<file path="config.mk">
export PLATFORM = sky130hd
export DESIGN_NAME = alu_operand_stage
export DESIGN_NICKNAME = d
export VERILOG_FILES = /design/src/rtl/alu_operand_stage.sv
export SDC_FILE = /design/constraint.sdc
export NUM_CORES = 2
export LEC_CHECK = 0
export CAP_MARGIN = 20
export CORE_ASPECT_RATIO = 0.8
export CORE_MARGIN = 2
export CORE_UTILIZATION = 55
export DETAILED_ROUTE_END_ITERATION = 10
export GPL_TIMING_DRIVEN = 0
export PLACE_DENSITY_LB_ADDON = 0.08
export SYNTH_ARGS = -nofsm -noshare
export SYNTH_HDL_FRONTEND = slang
export SYNTH_SLANG_ARGS = --single-unit
</file>
<file path="constraint.sdc">
create_clock -name clk -period 35.9 [get_ports clk]
set_input_delay 3.59 -clock clk [delete_from_list [all_inputs] [get_ports clk]]
set_output_delay 3.59 -clock clk [all_outputs]
set_load 0.03 [all_outputs]
</file>
<file path="src/rtl/alu_operand_stage.sv">
// -----------------------------------------------------------------------------
// alu_operand_stage
//
// Operand-fetch / write-back stage placed in front of a combinational ALU.
// Holds a register file and processes one instruction at a time:
//
//   accept (IDLE) -> READ (operands registered) -> EXEC (ALU settles)
//                 -> WB (result written back)   -> IDLE with done pulse
//
// Ports:
//   clk, rst            rising-edge clock, asynchronous active-high reset
//   in_valid/in_ready   instruction handshake
//   rs, rt, rd          source A, source B, destination register addresses
//   imm, use_imm        16-bit immediate, sign-extended into B when use_imm=1
//   ld_en/addr/data     direct register load, honoured in IDLE only
//   alu_A, alu_B        registered operands driven to the ALU
//   alu_result          combinational result returned by the ALU
//   done                one-cycle pulse in the cycle after the write-back edge
//   wb_data             value written on the most recent write-back
//   dbg_addr, dbg_data  combinational register read
//
// Handshake: an instruction transfers on a rising edge where in_valid and
// in_ready are both high. in_ready is high only in IDLE, only while no load
// is requested and only outside reset; in_valid may drop or change freely
// after the transfer edge because every instruction field is latched then.
//
// Register 0 always reads as zero: it is cleared by reset and never written.
// -----------------------------------------------------------------------------
module alu_operand_stage #(
    parameter int DATA_W = 32,
    parameter int NREGS  = 32,
    localparam int AW    = $clog2(NREGS)
) (
    input  logic              clk,
    input  logic              rst,

    input  logic              in_valid,
    output logic              in_ready,
    input  logic [AW-1:0]     rs,
    input  logic [AW-1:0]     rt,
    input  logic [AW-1:0]     rd,
    input  logic [15:0]       imm,
    input  logic              use_imm,

    input  logic              ld_en,
    input  logic [AW-1:0]     ld_addr,
    input  logic [DATA_W-1:0] ld_data,

    output logic [DATA_W-1:0] alu_A,
    output logic [DATA_W-1:0] alu_B,
    input  logic [DATA_W-1:0] alu_result,

    output logic              done,
    output logic [DATA_W-1:0] wb_data,

    input  logic [AW-1:0]     dbg_addr,
    output logic [DATA_W-1:0] dbg_data
);

    typedef enum logic [1:0] {
        IDLE = 2'd0,
        READ = 2'd1,
        EXEC = 2'd2,
        WB   = 2'd3
    } state_t;

    state_t              state_q, state_d;

    // Latched instruction fields
    logic [AW-1:0]       rs_q, rs_d;
    logic [AW-1:0]       rt_q, rt_d;
    logic [AW-1:0]       rd_q, rd_d;
    logic [15:0]         imm_q, imm_d;
    logic                use_imm_q, use_imm_d;

    // Operand, result and status registers
    logic [DATA_W-1:0]   alu_a_q, alu_a_d;
    logic [DATA_W-1:0]   alu_b_q, alu_b_d;
    logic [DATA_W-1:0]   wb_data_q, wb_data_d;
    logic                done_q, done_d;

    // Register file
    logic [DATA_W-1:0]   regs_q [NREGS];
    logic [DATA_W-1:0]   regs_d [NREGS];

    logic                accept_ok;
    logic [DATA_W-1:0]   imm_sext;

    // A pending load blocks acceptance in the same cycle: load wins.
    assign accept_ok = (state_q == IDLE) && !ld_en;
    assign in_ready  = accept_ok && !rst;

    assign imm_sext  = {{(DATA_W-16){imm_q[15]}}, imm_q};

    always_comb begin
        state_d   = state_q;
        rs_d      = rs_q;
        rt_d      = rt_q;
        rd_d      = rd_q;
        imm_d     = imm_q;
        use_imm_d = use_imm_q;
        alu_a_d   = alu_a_q;
        alu_b_d   = alu_b_q;
        wb_data_d = wb_data_q;
        done_d    = 1'b0;
        regs_d    = regs_q;

        case (state_q)
            IDLE: begin
                if (ld_en) begin
                    // Loads to register 0 are dropped to keep it zero.
                    if (ld_addr != '0) begin
                        regs_d[ld_addr] = ld_data;
                    end
                end else if (in_valid) begin
                    rs_d      = rs;
                    rt_d      = rt;
                    rd_d      = rd;
                    imm_d     = imm;
                    use_imm_d = use_imm;
                    state_d   = READ;
                end
            end
            READ: begin
                // The only edge on which the operands change.
                alu_a_d = regs_q[rs_q];
                alu_b_d = use_imm_q ? imm_sext : regs_q[rt_q];
                state_d = EXEC;
            end
            EXEC: begin
                // Operands held one full cycle so the ALU output settles.
                state_d = WB;
            end
            WB: begin
                wb_data_d = alu_result;
                if (rd_q != '0) begin
                    regs_d[rd_q] = alu_result;
                end
                done_d  = 1'b1;
                state_d = IDLE;
            end
            default: begin
                state_d = IDLE;
            end
        endcase
    end

    always_ff @(posedge clk or posedge rst) begin
        if (rst) begin
            state_q   <= IDLE;
            rs_q      <= '0;
            rt_q      <= '0;
            rd_q      <= '0;
            imm_q     <= '0;
            use_imm_q <= 1'b0;
            alu_a_q   <= '0;
            alu_b_q   <= '0;
            wb_data_q <= '0;
            done_q    <= 1'b0;
            for (int i = 0; i < NREGS; i++) begin
                regs_q[i] <= '0;
            end
        end else begin
            state_q   <= state_d;
            rs_q      <= rs_d;
            rt_q      <= rt_d;
            rd_q      <= rd_d;
            imm_q     <= imm_d;
            use_imm_q <= use_imm_d;
            alu_a_q   <= alu_a_d;
            alu_b_q   <= alu_b_d;
            wb_data_q <= wb_data_d;
            done_q    <= done_d;
            for (int i = 0; i < NREGS; i++) begin
                regs_q[i] <= regs_d[i];
            end
        end
    end

    assign alu_A    = alu_a_q;
    assign alu_B    = alu_b_q;
    assign done     = done_q;
    assign wb_data  = wb_data_q;
    assign dbg_data = regs_q[dbg_addr];

endmodule

</file>
==> flow_summary.rst <==
.. list-table::
   :header-rows: 1

   * - Metric
     - Value
   * - Post-synthesis async set-or-reset flop share
     - 100%
   * - Warnings, synthesis
     - 0
   * - Area of the placeable core
     - 136,000 µm²
   * - Required @ worst endpoint
     - 32,310 ps
   * - Area share of the leading cell type in the synthesized netlist
     - between 30% and 40%
   * - Root buffer cell
     - clkbuf_16
   * - Cells after synthesis
     - 5,686
   * - Critical setup path kind
     - input port to output pin
   * - Detail Placement HPWL
     - 295,000 µm
   * - Netlist Area Pre-Place
     - 75,400 µm²
   * - Die boundary width
     - 418 µm
   * - Vias per cell
     - 8.13
   * - Seq cells post-synth
     - 1,155
   * - Upper clock frequency limit
     - about 88 MHz
   * - Max-cap check violation count
     - 0
   * - Area delta synth->final
     - 13.7%
   * - RSZ-0062 raised after global routing
     - no
   * - Peak VDD IR
     - 68.9 µV
   * - Insertion delay to the later sink of the worst-skew pair
     - 840 ps
   * - Total Die Area
     - 140,000 µm²
   * - TritonCTS buffer count
     - 131
   * - Net count of the mapped netlist
     - 5,800
   * - Number of buffers between clock root and the deepest sink
     - 3
   * - Met3 routing resource usage after global routing
     - around 40%
   * - Status
     - finished, final reports clean
   * - Clock-pin transition on the worst setup and hold timing paths
     - approximately 60 ps
   * - Number of standard-cell rows in the floorplan
     - 121
   * - Total gr overflow
     - 0
   * - DRC violations left
     - 0
   * - Largest cells by area after synthesis
     - dfrtp_1, mux4_2, o22ai_1
   * - Maximum number of pins on one net before global-route repair
     - 43
   * - Initial DRC Count
     - 10.8k
   * - Number of sinks handled by clock tree synthesis
     - around 1.2k
   * - Design Area, Final
     - 85,700 µm²
   * - Leakage
     - approximately 36 nW
   * - Routability Congestion
     - ~1.1
   * - Relative slew slack
     - under 10%
   * - Post-CTS sizing
     - 0
   * - Most common cell in the synthesized netlist
     - dfrtp_1
   * - Final clock period utilization by the worst path
     - a little under a third
   * - Total cell area at the placement stage
     - 81,200 µm²
   * - Met1 track demand over resource
     - 66.2%
   * - Pre-CTS worst setup slack
     - ~25,000 ps
   * - Util after Layout
     - approximately 63%
   * - Final Max Slew Viols
     - 0
   * - Kind of start point of the critical path
     - input port
   * - Avg Cell Area, Syn
     - 13.3 µm²
   * - Routed wire length per instance
     - 46.6 µm
   * - Aggregate routed wire length
     - 374,000 µm
   * - Final Total Pwr
     - 5.85 mW
   * - Primary flip-flop cell chosen by synthesis mapping
     - dfrtp_1
   * - Slew @ Worst Pin
     - roughly 1300 ps
   * - FF+latch area
     - between 20,000 and 30,000 µm²
   * - Number of distinct standard cells referenced by the synthesized netlist
     - 53
   * - Share of the yosys chip area belonging to registers
     - between 30% and 40%
   * - Share of layout cells above drive strength 1
     - 29.7%
   * - Final setup viols
     - 0
   * - Multi-input combinational cell area
     - 42,500 µm²
   * - Count of endpoints failing hold in the final timing report
     - 0
   * - Post-route minimum period
     - 11,380 ps
   * - Layer carrying the most global-route usage
     - met2
   * - Maximum fanout along the worst path
     - 10
   * - Met2 GRT Util
     - 66.3%
   * - Number of H-tree levels
     - 4
   * - Placed cell count
     - 7,763
   * - Cell taking the most area after synthesis
     - dfrtp_1
   * - Vias after detailed routing
     - 65.2k
   * - Router iterations before antenna repair
     - 10
   * - Global-route wire length before repair
     - about 500,000 µm
   * - Non-filler instance count after layout
     - 8,027
   * - Vias in the first global route
     - 61.2k
   * - Final critical-path setup slack
     - 24,520 ps
   * - Initial antenna violation count
     - 30
   * - # nets final
     - between 6k and 7k
   * - Type of element capturing the critical path
     - output pin
   * - Number of buffers inserted by port buffering
     - 231
   * - Height of the die
     - 335 µm
   * - Count of antenna-violating nets left after detailed routing
     - 0
   * - Power per cell area
     - 68.3 nW/µm²
   * - Initial core utilization
     - between 50% and 60%
   * - Hold slack
     - between 500 and 600 ps
   * - Post-CTS setup buffers
     - 0
   * - CTS tree
     - done
   * - Post-synth top cells
     - dfrtp_1, o22ai_1, mux4_2, mux2_1, clkbuf_1
   * - Total negative setup slack
     - 0 ps
   * - Number of fillers in the final layout
     - 10.5k
   * - Num ports
     - 240
   * - Path class of the lowest-slack min-delay path
     - flop to flop
   * - Overall fraction of global-route tracks in use
     - a little over half
   * - Final Skew
     - 35.6 ps
   * - EDFF count, synth
     - 0
   * - Data arrival at the endpoint of the critical path
     - 7790 ps
   * - Cts-stage hold buffer count
     - 0
placed cells by master (no fill, tap or decap), drive strengths merged, types with 14 or more instances in the layout:
cell type and n:
buf 280, nor3 19, diode 22, o221ai 21, nand2 137, o21ai 35, clkdlybuf4s50 231, mux2i 67
mux4 817, nand3 17, a21oi 14, nor4 32, a211oi 25, inv 69, mux2 1146, nand2b 37
a32oi 31, clkinv 25, nor2b 29, dfrtp 1155, o22ai 1148, clkbuf 787
worst paths after layout:
check	to	startpoint	depth (start not counted)	slack, ps
setup / recovery	dbg_data[31]	dbg_addr[0]	7	24520
hold / removal	regs_q[1018]$_DFFE_PP0P_	regs_q[1018]$_DFFE_PP0P_	1	510
setup reg to reg	regs_q[874]$_DFFE_PP0P_	state_q[0]$_DFFE_PP0P_	8	31050
hold reg to reg	regs_q[1018]$_DFFE_PP0P_	regs_q[1018]$_DFFE_PP0P_	1	510
max in group asynchronous	regs_q[164]$_DFFE_PP0P_	rst	9	30320
min in group asynchronous	alu_A[21]$_DFFE_PP0N_	rst	2	3270
report_power, final:
group	leakage (nW)	switching [mW]	internal, mW
clock	2.16	0.623	0.810
combinational	18.4	2.04	0.829
sequential	15.9	0.130	1.42
registers in the layout (all words and copies together) (netlist names):
signal and cells:
use_imm_q 1, imm_q 16, done 1, state_q 2
rs_q 5, wb_data 32, regs_q 1024, alu_A 32
alu_B 32, rd_q 5, rt_q 5
final cells by class:
class	instances	area share, %
multi-input cells	3665	49.6
flip-flops and latches	1155	33.7
clock buffers	196	4.58
plain buffers	800	4.35
repair buffers	302	4.22
well taps	1783	2.60
clock inverters	38	0.533
inverters	66	0.293
diodes	22	0.0642
cells by family after synthesis:
group,synth area share (%)
AO/OA/AOI/OAI,11.8
adder cells (fa/ha/maj),0.0664
buffers and inverters,5.24
flip-flops,38.3
multiplexers,42.4
AND/OR/NAND/NOR,2.16
metal layers:
metal,routed length (µm),vias to the layer above
li1,-,24000
met1,132000,33900
met2,142000,6200
met3,78600,1128
met4,19500,53
met5,1720,-
critical path, stage by stage:
cell,delay (ps)
clkbuf_1,290
clkbuf_2,760
buf_2,820
mux4_2,660
mux4_2,630
mux2_2,400
clkdlybuf4s50_1,620
Power figures use the tool's default switching activity.
